===== config.mk =====
export PLATFORM = sky130hd
export DESIGN_NAME = regfile_wb
export DESIGN_NICKNAME = d
export VERILOG_FILES = /design/src/rtl/cpu54_pkg.sv /design/src/rtl/regfile_scoreboard.sv /design/src/rtl/regfile_wb.sv
export SDC_FILE = /design/constraint.sdc
export NUM_CORES = 2
export LEC_CHECK = 0
export ABC_AREA = 1
export BUFFER_PORTS_ARGS = -buffer_cell sky130_fd_sc_hd__buf_2
export CORE_ASPECT_RATIO = 0.75
export CORE_UTILIZATION = 56
export DETAILED_ROUTE_END_ITERATION = 8
export PLACE_DENSITY_LB_ADDON = 0.08
export SLEW_MARGIN = 25
export SYNTH_ARGS = -nofsm -noshare
export SYNTH_HDL_FRONTEND = slang
export SYNTH_SLANG_ARGS = --single-unit

===== constraint.sdc =====
create_clock -name clk -period 8.8 [get_ports clk]
set_input_delay 0.88 -clock clk [delete_from_list [all_inputs] [get_ports clk]]
set_output_delay 0.88 -clock clk [all_outputs]
set_load 0.005 [all_outputs]

===== src/rtl/cpu54_pkg.sv =====
// cpu54_pkg: shared definitions for the CPU_54 datapath.
//   DATA_W / ADDR_W : register data and address widths
//   REG_NUM         : number of general registers
//   REG_ZERO/REG_RA : hardwired-zero register and link register ($31)
//   dst_sel_e       : write-destination select encodings (rt / rd / $31)
//   dst_addr()      : resolves the write-back destination from the select
// Optional feature macro used by regfile_wb: REGFILE_BYPASS_EN.
package cpu54_pkg;

    localparam int unsigned DATA_W  = 32;
    localparam int unsigned ADDR_W  = 5;
    localparam int unsigned REG_NUM = 32;

    localparam logic [4:0] REG_ZERO = 5'd0;
    localparam logic [4:0] REG_RA   = 5'd31;

    typedef enum logic [1:0] {
        DST_RT     = 2'b00,
        DST_RD     = 2'b01,
        DST_RA     = 2'b10,
        DST_RA_ALT = 2'b11
    } dst_sel_e;

    function automatic logic [4:0] dst_addr(input dst_sel_e sel,
                                            input logic [4:0] rt,
                                            input logic [4:0] rd);
        logic [4:0] a;
        a = REG_RA;
        case (sel)
            DST_RT:  a = rt;
            DST_RD:  a = rd;
            default: a = REG_RA;
        endcase
        return a;
    endfunction

endpackage


===== src/rtl/regfile_scoreboard.sv =====
// regfile_scoreboard: per-register pending-write (busy) vector.
//   i_clk, i_rst            : clock, synchronous active-high reset
//   i_we, i_waddr           : write-back retire (clears busy)
//   i_issue_valid/_addr     : producer issue (sets busy; wins over clear)
//   i_raddr1, i_raddr2      : read addresses to look up
//   o_busy1, o_busy2        : busy state for each read address
//   o_any_busy              : OR of all busy bits
// With REGFILE_BYPASS_EN defined, a same-cycle retire to a read address
// reports not-busy unless a new producer to that address issues this cycle.
module regfile_scoreboard
    import cpu54_pkg::*;
#(
    parameter int unsigned ADDR_W = cpu54_pkg::ADDR_W
) (
    input  logic              i_clk,
    input  logic              i_rst,
    input  logic              i_we,
    input  logic [ADDR_W-1:0] i_waddr,
    input  logic              i_issue_valid,
    input  logic [ADDR_W-1:0] i_issue_addr,
    input  logic [ADDR_W-1:0] i_raddr1,
    input  logic [ADDR_W-1:0] i_raddr2,
    output logic              o_busy1,
    output logic              o_busy2,
    output logic              o_any_busy
);

    localparam int unsigned NREG = 2 ** ADDR_W;

    logic [NREG-1:0] r_busy;
    logic [NREG-1:0] w_busy_nxt;
    logic            w_clr;
    logic            w_set;

    assign w_clr = i_we && (i_waddr != '0);
    assign w_set = i_issue_valid && (i_issue_addr != '0);

    // Clear applied before set so a same-address issue supersedes the retire.
    always_comb begin
        w_busy_nxt = r_busy;
        if (w_clr) w_busy_nxt[i_waddr] = 1'b0;
        if (w_set) w_busy_nxt[i_issue_addr] = 1'b1;
        w_busy_nxt[0] = 1'b0;
    end

    always_ff @(posedge i_clk) begin
        if (i_rst) begin
            r_busy <= '0;
        end else begin
            r_busy <= w_busy_nxt;
        end
    end

`ifdef REGFILE_BYPASS_EN
    logic w_wm1, w_wm2;
    assign w_wm1 = w_clr && (i_waddr == i_raddr1);
    assign w_wm2 = w_clr && (i_waddr == i_raddr2);
    assign o_busy1 = w_wm1 ? (w_set && (i_issue_addr == i_raddr1)) : r_busy[i_raddr1];
    assign o_busy2 = w_wm2 ? (w_set && (i_issue_addr == i_raddr2)) : r_busy[i_raddr2];
`else
    assign o_busy1 = r_busy[i_raddr1];
    assign o_busy2 = r_busy[i_raddr2];
`endif

    assign o_any_busy = |r_busy;

endmodule


===== src/rtl/regfile_wb.sv =====
// regfile_wb: 32x32 general register file with write-back port, two
// combinational read ports and a pending-write scoreboard.
//   clk, rst              : clock, synchronous active-high reset
//   we, waddr, wdata      : write-back port (writes to $0 discarded)
//   issue_valid/issue_addr: producer issue, marks destination busy
//   raddr1/2, rdata1/2    : combinational read ports ($0 reads 0)
//   busy1/2, any_busy     : scoreboard lookups for decode hazard detection
// Optional macro REGFILE_BYPASS_EN: write-first read bypass of wdata and
// busy state; when undefined, writes are visible one cycle after the edge.
module regfile_wb
    import cpu54_pkg::*;
#(
    parameter int unsigned DATA_W = cpu54_pkg::DATA_W,
    parameter int unsigned ADDR_W = cpu54_pkg::ADDR_W
) (
    input  logic              clk,
    input  logic              rst,
    input  logic              we,
    input  logic [ADDR_W-1:0] waddr,
    input  logic [DATA_W-1:0] wdata,
    input  logic              issue_valid,
    input  logic [ADDR_W-1:0] issue_addr,
    input  logic [ADDR_W-1:0] raddr1,
    input  logic [ADDR_W-1:0] raddr2,
    output logic [DATA_W-1:0] rdata1,
    output logic [DATA_W-1:0] rdata2,
    output logic              busy1,
    output logic              busy2,
    output logic              any_busy
);

    localparam int unsigned NREG = 2 ** ADDR_W;

    logic [DATA_W-1:0] r_regs [NREG];
    logic              w_wr;

    assign w_wr = we && (waddr != '0);

    always_ff @(posedge clk) begin
        if (rst) begin
            for (int unsigned i = 0; i < NREG; i++) begin
                r_regs[i] <= '0;
            end
        end else if (w_wr) begin
            r_regs[waddr] <= wdata;
        end
    end

    always_comb begin
        rdata1 = (raddr1 == '0) ? '0 : r_regs[raddr1];
        rdata2 = (raddr2 == '0) ? '0 : r_regs[raddr2];
`ifdef REGFILE_BYPASS_EN
        if (w_wr && (waddr == raddr1)) rdata1 = wdata;
        if (w_wr && (waddr == raddr2)) rdata2 = wdata;
`endif
    end

    regfile_scoreboard #(
        .ADDR_W (ADDR_W)
    ) u_scoreboard (
        .i_clk         (clk),
        .i_rst         (rst),
        .i_we          (we),
        .i_waddr       (waddr),
        .i_issue_valid (issue_valid),
        .i_issue_addr  (issue_addr),
        .i_raddr1      (raddr1),
        .i_raddr2      (raddr2),
        .o_busy1       (busy1),
        .o_busy2       (busy2),
        .o_any_busy    (any_busy)
    );

endmodule


==> impl_metrics.toml <==
[outcome]
status = "complete, no violations"

[clock_network]
clock_sinks = 1055
cts-root-buf = "clkbuf_16"
cts_made_buffers = 105
cts_setup_buffers = 0
cts.path.max_buffers = 3
cts-htree-levels = 3
path_clk_slew_ns = 0.07
cts_tree = "built"
insertion_delay_ns = 0.70
cts_hold_buffers = 0
cts_resized = 0

[finish]
area_growth_pct = 7.40
mostFrequentLayoutCells = "2563 x nand2_1, 1439 x nand3_1, 1295 x nor2_1"
diodes = 0
layout.nets = 7296
final_common_cell = "nand2_1"
drive_above_1_share = 0.0650
final_core_util = 0.606

[synthesis]
synth_mux_area_frac = 0
synthAdderAreaFrac = 0
synth-simple-area-share = 0.379
syn_area_sq_mm = 0.0582
synth_top_area_frac = 0.528
ys_seq_area_frac = 0.539
ys_seq_elements = 1055
synth_cells = 7504
synth_top_family_by_area = "simple AND/OR/NAND/NOR gates"
yosysUniqueCellTypes = 26
synth_compound_area_frac = 0.0267
syn_area_per_cell_sq_um = 7.76
yosys.area.top_type = "edfxtp_1"
synth_area_leaders = "edfxtp_1 53%, nand2_1 17%, nand3_1 13%"
yosys.area_share.xor_xnor = 0
ys_warn_count = 0

[routing]
routedWlPerCell_um = 26.1
viasPerCell = 6.39
routed_wl_mm = 226
drc_errors = 0
dr.pass1.iters = 9
ant_nets = 0
drt_iter0_drc = 10587
via_count = 55415

[worst_setup_path]
critPathLaunchType = "input port"
r2r_cells = 2
crit_start = "raddr1[0]"
crit_fanout = 141
cp.arrival_ns = 4.43
r2r_slack_ns = 8.07
required_ns = 7.92
crit_path_end_kind = "primary output"
r2r_end = "u_scoreboard.r_busy[21]"
rr_startpoint = "u_scoreboard.r_busy[21]"
crit_type = "in -> out"

[pwr]
power.density_mw_per_mm2 = 192
seqPwrFrac = 0.494
p_leak_nw = 26.0
power_mw = 12.0
clock_power_share = 0.366
switching_share = 0.284
power.net_switching_mw = 3.41
peakVddDrop_mv = 0.157
intPower_mw = 8.59
p_comb_frac = 0.141

[die]
die-width_um = 374
placementRows = 102
dieArea_sq_mm = 0.105
core_area_sq_mm = 0.103
start_util = 0.565
top_level_ports = 123
die_h_um = 281

[placement]
routabilityCongestion = 0.969
portBuffers = 122
hpwl_mm = 116

[global_routing]
first_global_vias = 50821
grt_first_pass_wirelength_mm = 329
antenna_found_initial = 3
grt_use_total = 0.422
gr-total-overflow = 0
grt_max_degree = 219

[job]
timing.max_cap.violations = 0

[hold_path]
whs_path_depth = 2
hp-class = "in -> reg"
holdCritStartpoint = "issue_addr[1]"
worstHoldEndpoint = "u_scoreboard.r_busy[1]"

[timing]
hold_viol = 0
setup_viol = 0
drv_slew = 0
fin_worst_skew_ns = 0
tightest_slew_ns = 1.19
fin_tns_setup_ns = 0
period_minus_slack_ns = 5.31
fin_crit_sh = 0.604
max_freq_mhz = 188
relSlewSlack = 0.207
rsz0062_at_grt = "no"
[worst max-delay path, stage by stage]
cell,delay (ns)
buf_8,0.72
buf_4,0.75
buf_4,0.78
nand2_1,0.13
nand3_1,0.12
nand3_1,0.08
nand2_1,0.10
nand2_1,0.06
nand3_1,0.13
nand2_1,0.12
nor2_1,0.25
buf_2,0.17
[flip-flops by register name, summed over array words and instances, names as in the netlist]
signal,cells
u_scoreboard.r_busy,31
r_regs,1024
[synthesized netlist by cell type (all sizes together)]
cell type and count:
inv 109, dfxtp 31, or2 2, o22ai 10, nor4 7, o31ai 1, buf 303, clkinv 4
nand4 4, clkbuf 352, edfxtp 1024, nor2 1295, conb 1, nand2 2588, a21oi 108, and2 1
nand3 1470, o211ai 4, nor3 7, o21ai 183
[layout make-up]
| class | count | area (sq um) |
|---|---|---|
| timing repair buffer | 253 | 1760 |
| fill | 9045 | 40600 |
| inverter | 113 | 469 |
| clock inverter | 51 | 362 |
| clock buffer | 134 | 2820 |
| sequential | 1055 | 31400 |
| tap | 1352 | 1690 |
| multi-input combinational | 5712 | 24000 |
[metrics by stage]
step | setup slack (ns) | std cells | area, sq um | hold WS [ns]
final | 3.49 | 8670 | 62500 | 0.433
after global routing | 3.40 | 8670 | 62500 | 0.446
after CTS | 3.67 | 8669 | 62500 | 0.399
after detailed placement | 3.68 | 8484 | 59300 | 0.495
after global placement | 3.67 | 8484 | 59300 | 0.499
after floorplan | 4.66 | 7535 | 58300 | 0.468
[how the worst max path moves through the flow]
stage	to	cells past startpoint	slack, ns
finish	rdata1[15]	12	3.49
global route	rdata1[15]	12	3.40
CTS	rdata1[15]	12	3.67
detailed placement	rdata1[10]	12	3.68
global placement	rdata1[10]	12	3.67
floorplan	r_regs[19][0]	4	4.66
[per-layer routing]
metal,vias up,global-route usage,wire length (um)
met2,4934,0.615,94500
met4,2,0.195,10900
met1,25586,0.592,83600
met3,715,0.107,37000
li1,24178,-,-
met5,-,0,14
[power by group through the flow]
stage	logic (mW)	clock network (mW)	registers (mW)
after floorplan	1.02	0	5.99
after global placement	1.60	0	6.02
after detailed placement	1.61	0	6.02
after CTS	1.62	4.38	5.92
after global routing	1.79	4.57	5.95
final	1.69	4.39	5.93
[kinds of logic (layout without fill, tap and decap cells)]
logic type	after synthesis	after routing
and+or+nand+nor	5374	5374
DFF	1055	1055
buffers and inverters	768	551
AOI/OAI and AO/OA	306	306
other	1	32
Power figures use the tool's default switching activity.
